[src/rtl/led_cmd_parser_pkg.sv]
// rtl/led_cmd_parser_pkg.sv - shared constants, state encoding and checksum helper for led_cmd_parser
package led_cmd_parser_pkg;

    localparam logic [7:0] SYNC_WRITE = 8'hA5;
    localparam logic [7:0] SYNC_CLEAR = 8'hA6;
    localparam logic [7:0] CHK_SEED   = 8'h5A;
    localparam int         RGB_W      = 3;

    typedef enum logic [2:0] {
        ST_IDLE   = 3'd0,
        ST_ADDR   = 3'd1,
        ST_COLOUR = 3'd2,
        ST_CHECK  = 3'd3,
        ST_CLEAR  = 3'd4
    } parser_state_t;

    function automatic logic [7:0] calc_chk(input logic [7:0] addr, input logic [7:0] colour);
        return addr ^ colour ^ CHK_SEED;
    endfunction

endpackage

[src/rtl/led_cmd_parser.sv]
// rtl/led_cmd_parser.sv - UART byte-stream parser producing frame-buffer pixel writes and clear sweeps
module led_cmd_parser
    import led_cmd_parser_pkg::*;
#(
    parameter int ADDR_W  = 7,
    parameter int TIMEOUT = 1023,
    parameter int CNT_W   = 10
) (
    input  logic              clk,
    input  logic              reset,
    input  logic [7:0]        rx_data,
    input  logic              rx_dv,
    output logic              wr_en,
    output logic [ADDR_W-1:0] wr_addr,
    output logic [RGB_W-1:0]  wr_rgb,
    output logic              busy,
    output logic [7:0]        err_count
);

    parser_state_t     state, state_d;
    logic [7:0]        addr_q, addr_d;
    logic [7:0]        col_q, col_d;
    logic [CNT_W-1:0]  tmo_cnt, tmo_d;
    logic [ADDR_W-1:0] clr_cnt, clr_d;
    logic              wr_en_d, busy_d, err_inc;
    logic [ADDR_W-1:0] wr_addr_d;
    logic [RGB_W-1:0]  wr_rgb_d;
    logic              tmo_hit;

    assign tmo_hit = (tmo_cnt == CNT_W'(TIMEOUT));

    always_comb begin
        state_d   = state;
        addr_d    = addr_q;
        col_d     = col_q;
        tmo_d     = CNT_W'(0);
        clr_d     = clr_cnt;
        wr_en_d   = 1'b0;
        wr_addr_d = wr_addr;
        wr_rgb_d  = wr_rgb;
        busy_d    = 1'b0;
        err_inc   = 1'b0;

        case (state)
            ST_IDLE: begin
                if (rx_dv && rx_data == SYNC_WRITE) begin
                    state_d = ST_ADDR;
                end else if (rx_dv && rx_data == SYNC_CLEAR) begin
                    // Pixel 0 is written on the entry edge so busy and wr_en span the same 2^ADDR_W cycles
                    state_d   = ST_CLEAR;
                    wr_en_d   = 1'b1;
                    wr_addr_d = ADDR_W'(0);
                    wr_rgb_d  = RGB_W'(0);
                    clr_d     = ADDR_W'(1);
                    busy_d    = 1'b1;
                end
            end
            ST_ADDR, ST_COLOUR, ST_CHECK: begin
                if (rx_dv) begin
                    if (state == ST_ADDR) begin
                        addr_d  = rx_data;
                        state_d = ST_COLOUR;
                    end else if (state == ST_COLOUR) begin
                        col_d   = rx_data;
                        state_d = ST_CHECK;
                    end else begin
                        state_d = ST_IDLE;
                        if (rx_data == calc_chk(addr_q, col_q)) begin
                            wr_en_d   = 1'b1;
                            wr_addr_d = addr_q[ADDR_W-1:0];
                            wr_rgb_d  = col_q[RGB_W-1:0];
                        end else begin
                            err_inc = 1'b1;
                        end
                    end
                end else if (tmo_hit) begin
                    state_d = ST_IDLE;
                    err_inc = 1'b1;
                end else begin
                    tmo_d = tmo_cnt + CNT_W'(1);
                end
            end
            ST_CLEAR: begin
                wr_en_d   = 1'b1;
                wr_addr_d = clr_cnt;
                wr_rgb_d  = RGB_W'(0);
                busy_d    = 1'b1;
                clr_d     = clr_cnt + ADDR_W'(1);
                err_inc   = rx_dv;
                if (clr_cnt == {ADDR_W{1'b1}}) begin
                    state_d = ST_IDLE;
                end
            end
            default: state_d = ST_IDLE;
        endcase
    end

    always_ff @(posedge clk) begin
        if (!reset) begin
            state     <= ST_IDLE;
            addr_q    <= 8'h00;
            col_q     <= 8'h00;
            tmo_cnt   <= CNT_W'(0);
            clr_cnt   <= ADDR_W'(0);
            wr_en     <= 1'b0;
            wr_addr   <= ADDR_W'(0);
            wr_rgb    <= RGB_W'(0);
            busy      <= 1'b0;
            err_count <= 8'h00;
        end else begin
            state   <= state_d;
            addr_q  <= addr_d;
            col_q   <= col_d;
            tmo_cnt <= tmo_d;
            clr_cnt <= clr_d;
            wr_en   <= wr_en_d;
            wr_addr <= wr_addr_d;
            wr_rgb  <= wr_rgb_d;
            busy    <= busy_d;
            if (err_inc && err_count != 8'hFF) begin
                err_count <= err_count + 8'd1;
            end
        end
    end

endmodule

[config.mk]
export PLATFORM = sky130hd
export DESIGN_NAME = led_cmd_parser
export DESIGN_NICKNAME = d
export VERILOG_FILES = /design/src/rtl/led_cmd_parser_pkg.sv /design/src/rtl/led_cmd_parser.sv
export SDC_FILE = /design/constraint.sdc
export NUM_CORES = 1
export LEC_CHECK = 0
export ABC_CLOCK_PERIOD_IN_PS = 2700
export BUFFER_PORTS_ARGS = -buffer_cell sky130_fd_sc_hd__buf_2
export CAP_MARGIN = 25
export CORE_MARGIN = 2
export CORE_UTILIZATION = 58
export CTS_CLUSTER_SIZE = 40
export DETAILED_ROUTE_END_ITERATION = 6
export GPL_ROUTABILITY_DRIVEN = 0
export GPL_TIMING_DRIVEN = 0
export PLACE_DENSITY = 0.79
export SYNTH_ARGS = -nofsm -noshare
export SYNTH_HDL_FRONTEND = slang
export SYNTH_SLANG_ARGS = --single-unit
[constraint.sdc]
create_clock -name clk -period 2.7 [get_ports clk]
set_input_delay 0.54 -clock clk [delete_from_list [all_inputs] [get_ports clk]]
set_output_delay 0.54 -clock clk [all_outputs]
set_load 0.01 [all_outputs]
==> results.json <==
{
  "dp_slack_ps": 387,
  "multi_input_comb_area_mm2": 0.00172,
  "ys_types": 49,
  "fp-row-count": 25,
  "max_slew_margin": 0.526,
  "seq_power_share": 0.561,
  "clock_path_buffers": 2,
  "mappedNetlistArea_mm2": 0.00294,
  "fin_nets": 401,
  "hold_ws_ps": 459,
  "antenna_cells": 0,
  "synth_ff_type": "sky130_fd_sc_hd__dfxtp_1",
  "min_period_over_period": 0.791,
  "worst-slew-pin-transition_ps": 702,
  "cp-start-kind": "flop",
  "worstHoldStart": "wr_addr[6]",
  "post_route_cells_drive_above_1_share": 0.126,
  "final_cell_utilization_of_the_core": 0.684,
  "cts_setup_buffers": 0,
  "wl_per_cell_um": 14.2,
  "synth.area.top_cells": "sky130_fd_sc_hd__dfxtp_1, sky130_fd_sc_hd__nand2_1, sky130_fd_sc_hd__mux2i_1",
  "seqCellArea_mm2": 0.00112,
  "track_usage": 0.245,
  "number_of_drc_markers_after_the_initial_detailed_route_iteration": 282,
  "grt_pass1_vias": 2233,
  "yosys.cell_count.top_type": "sky130_fd_sc_hd__nand2_1",
  "final_setup_violation_count": 0,
  "r2r_cells": 8,
  "power_leakage_nw": 1.27,
  "clock-root-buffer": "sky130_fd_sc_hd__clkbuf_8",
  "outcome": "finished clean",
  "detailed_place_hpwl_mm": 4.77,
  "fillers": 423,
  "number_of_ports_placed_on_the_die_boundary": 31,
  "max_freq_mhz": 468,
  "synth_top_cell_area_share": 0.382,
  "netlist_instances": 350,
  "initial_utilization": 0.610,
  "synth-adder-area-share": 0.0128,
  "ctsResizeCount": 0,
  "edff_count_synth": 0,
  "yosysWarnings": 0,
  "drv_slew": 0,
  "rsz0062_at_grt": "no",
  "synth_nets": 364,
  "cts_h_tree_lvls": 2,
  "synth_area_leader_cell": "sky130_fd_sc_hd__dfxtp_1",
  "max_cap_violations": 0,
  "synth.area.mux_share": 0.0648,
  "cts_sinks": 56,
  "critPathKind": "reg2reg",
  "critical_path_peak_fanout": 10,
  "clock_tree_from_tritoncts": "yes",
  "p_per_area_mw_per_mm2": 448,
  "vias_per_cell": 5.63,
  "combinationalPowerShare": 0.049,
  "arr_time_crit_path_ps": 2380,
  "cp-end-kind": "flop",
  "hold_viol_final": 0,
  "numPortBuffers": 29,
  "ys_async_sr_fraction": 0,
  "ant_nets": 0,
  "fin_skew_ps": 4.99,
  "ys_seq_area_frac": 0.382,
  "core-area_mm2": 0.00482,
  "cts_hold_repair.buffers": 0,
  "clkPwrFrac": 0.390,
  "worst_ir_drop_vdd_mv": 0.342,
  "final.min_clock_period_ps": 2140,
  "switching_part_of_the_total": 0.214,
  "height_of_the_chip_um": 75.2,
  "wl_mm": 6.48,
  "xor_xnor_share_of_the_synthesized_area": 0.0946,
  "clk_slew_on_worst_s_h_paths_ps": 100,
  "cp_data_required_time_ps": 2950,
  "remaining_drc_errors": 0,
  "floorplan.die_area_mm2": 0.00565,
  "power_switching_mw": 0.315,
  "synthesis.area_per_instance_um2": 8.39,
  "grt_pass1_wl_mm": 10.5,
  "synth_compound_gate_area_share": 0.124,
  "initial_antenna_violation_count": 0,
  "cts-buffers-inserted": 5,
  "area.growth.synth_to_final_pct": 12.2,
  "die_w_um": 75.2,
  "synth.top_cells.by_count": "sky130_fd_sc_hd__nand2_1, sky130_fd_sc_hd__dfxtp_1, sky130_fd_sc_hd__nor2_1",
  "intPower_mw": 1.16,
  "grt_start_max_net_pins": 18,
  "ff2ff_setup_slack_ps": 560,
  "synthSimpleGateAreaFrac": 0.290,
  "clock_latency_ps": 310,
  "yosys_register_bits": 56,
  "r2r-start": "state[0]",
  "min_to": "wr_addr[6]",
  "min_path_cells": 2,
  "main_combinational_cell_family_by_area_after_synthesis": "simple AND/OR/NAND/NOR gates",
  "worstReg2RegEnd": "wr_addr[4]",
  "finalWorstSetupSlack_ps": 564,
  "grt_overflow": 0,
  "numPlacedInstances": 447,
  "drt_first_pass_iters": 4,
  "hold_path.class": "reg2reg",
  "via_count": 2562,
  "finish.cell_count_without_fillers": 455,
  "setup_total_negative_slack_ps": 0
}
layout make-up:
type                    count  area share
flip-flops and latches     56       0.340
inverters                   3     0.00342
well taps                  67      0.0254
plain buffers              19      0.0258
clock inverters             2      0.0118
repair buffers             30      0.0463
clock buffers               6      0.0251
multi-input cells         272       0.522
cells by family after synthesis:
kind of cell	count (synthesis)
compound gates	48
xor+xnor	22
fa+ha+maj	3
buf+inv	22
flops	56
mux	19
simple gates	180
metal layers:
layer | GRT usage | part of all wire | up-vias
met5 | 0 | 0 | -
met2 | 0.387 | 0.46 | 78
li1 | - | - | 1288
met3 | 0.0455 | 0.052 | 9
met1 | 0.345 | 0.48 | 1187
met4 | 0.0702 | 0.012 | 0
worst max-delay path: stages (launching register included):
cell and delay, ps:
sky130_fd_sc_hd__dfxtp_1 320, sky130_fd_sc_hd__clkbuf_1 300, sky130_fd_sc_hd__or2_2 180, sky130_fd_sc_hd__clkbuf_1 370, sky130_fd_sc_hd__clkbuf_1 370, sky130_fd_sc_hd__nand2_1 90
sky130_fd_sc_hd__o21ai_0 220, sky130_fd_sc_hd__nand2_1 90, sky130_fd_sc_hd__mux2i_1 130
cell usage in the layout, fill, tap and decap left out, types with 4 or more instances in the layout:
cell / n
sky130_fd_sc_hd__xnor2_1: 8
sky130_fd_sc_hd__mux2i_1: 19
sky130_fd_sc_hd__dfxtp_1: 56
sky130_fd_sc_hd__o31ai_1: 5
sky130_fd_sc_hd__xnor3_1: 4
sky130_fd_sc_hd__nor3_1: 8
sky130_fd_sc_hd__a21boi_0: 16
sky130_fd_sc_hd__buf_2: 31
sky130_fd_sc_hd__nand4_1: 6
sky130_fd_sc_hd__nand2_1: 86
sky130_fd_sc_hd__nor2_1: 22
sky130_fd_sc_hd__nor2b_1: 4
sky130_fd_sc_hd__and4_1: 4
sky130_fd_sc_hd__clkbuf_8: 6
sky130_fd_sc_hd__nand2b_1: 10
sky130_fd_sc_hd__o21ai_0: 6
sky130_fd_sc_hd__nand3_1: 21
sky130_fd_sc_hd__clkbuf_1: 14
sky130_fd_sc_hd__xor2_1: 8
power by group through the flow:
| stage | clock network (mW) | logic [mW] | registers, mW |
|---|---|---|---|
| global placement | 0 | 0.0713 | 0.846 |
| global route | 0.621 | 0.0796 | 0.827 |
| CTS | 0.591 | 0.0726 | 0.827 |
| finish | 0.575 | 0.0727 | 0.827 |
| detailed placement | 0 | 0.0725 | 0.846 |
| floorplan | 0 | 0.0461 | 0.846 |
through the flow:
stage	area (µm²)	power (mW)
floorplan	2940	0.892
global placement	3170	0.917
global route	3290	1.53
detailed placement	3170	0.918
finish	3290	1.47
CTS	3290	1.49
registers in the layout, indices dropped and copies added, names as in the netlist:
signal and count:
addr_q 8, wr_addr 7, wr_rgb 3, tmo_cnt 10, state 3, clr_cnt 7
busy 1, col_q 8, err_count 8, wr_en 1
worst max path at each step:
stage	startpoint	end
2_1_floorplan	rx_data[1]	wr_addr[0]
3_5_place_dp	rx_dv	wr_addr[3]
3_3_place_gp	rx_dv	wr_addr[2]
6_report	state[0]	wr_addr[4]
5_1_grt	tmo_cnt[0]	err_count[2]
4_1_cts	tmo_cnt[0]	err_count[2]
Note: power is estimated with default switching activity, not from simulation.
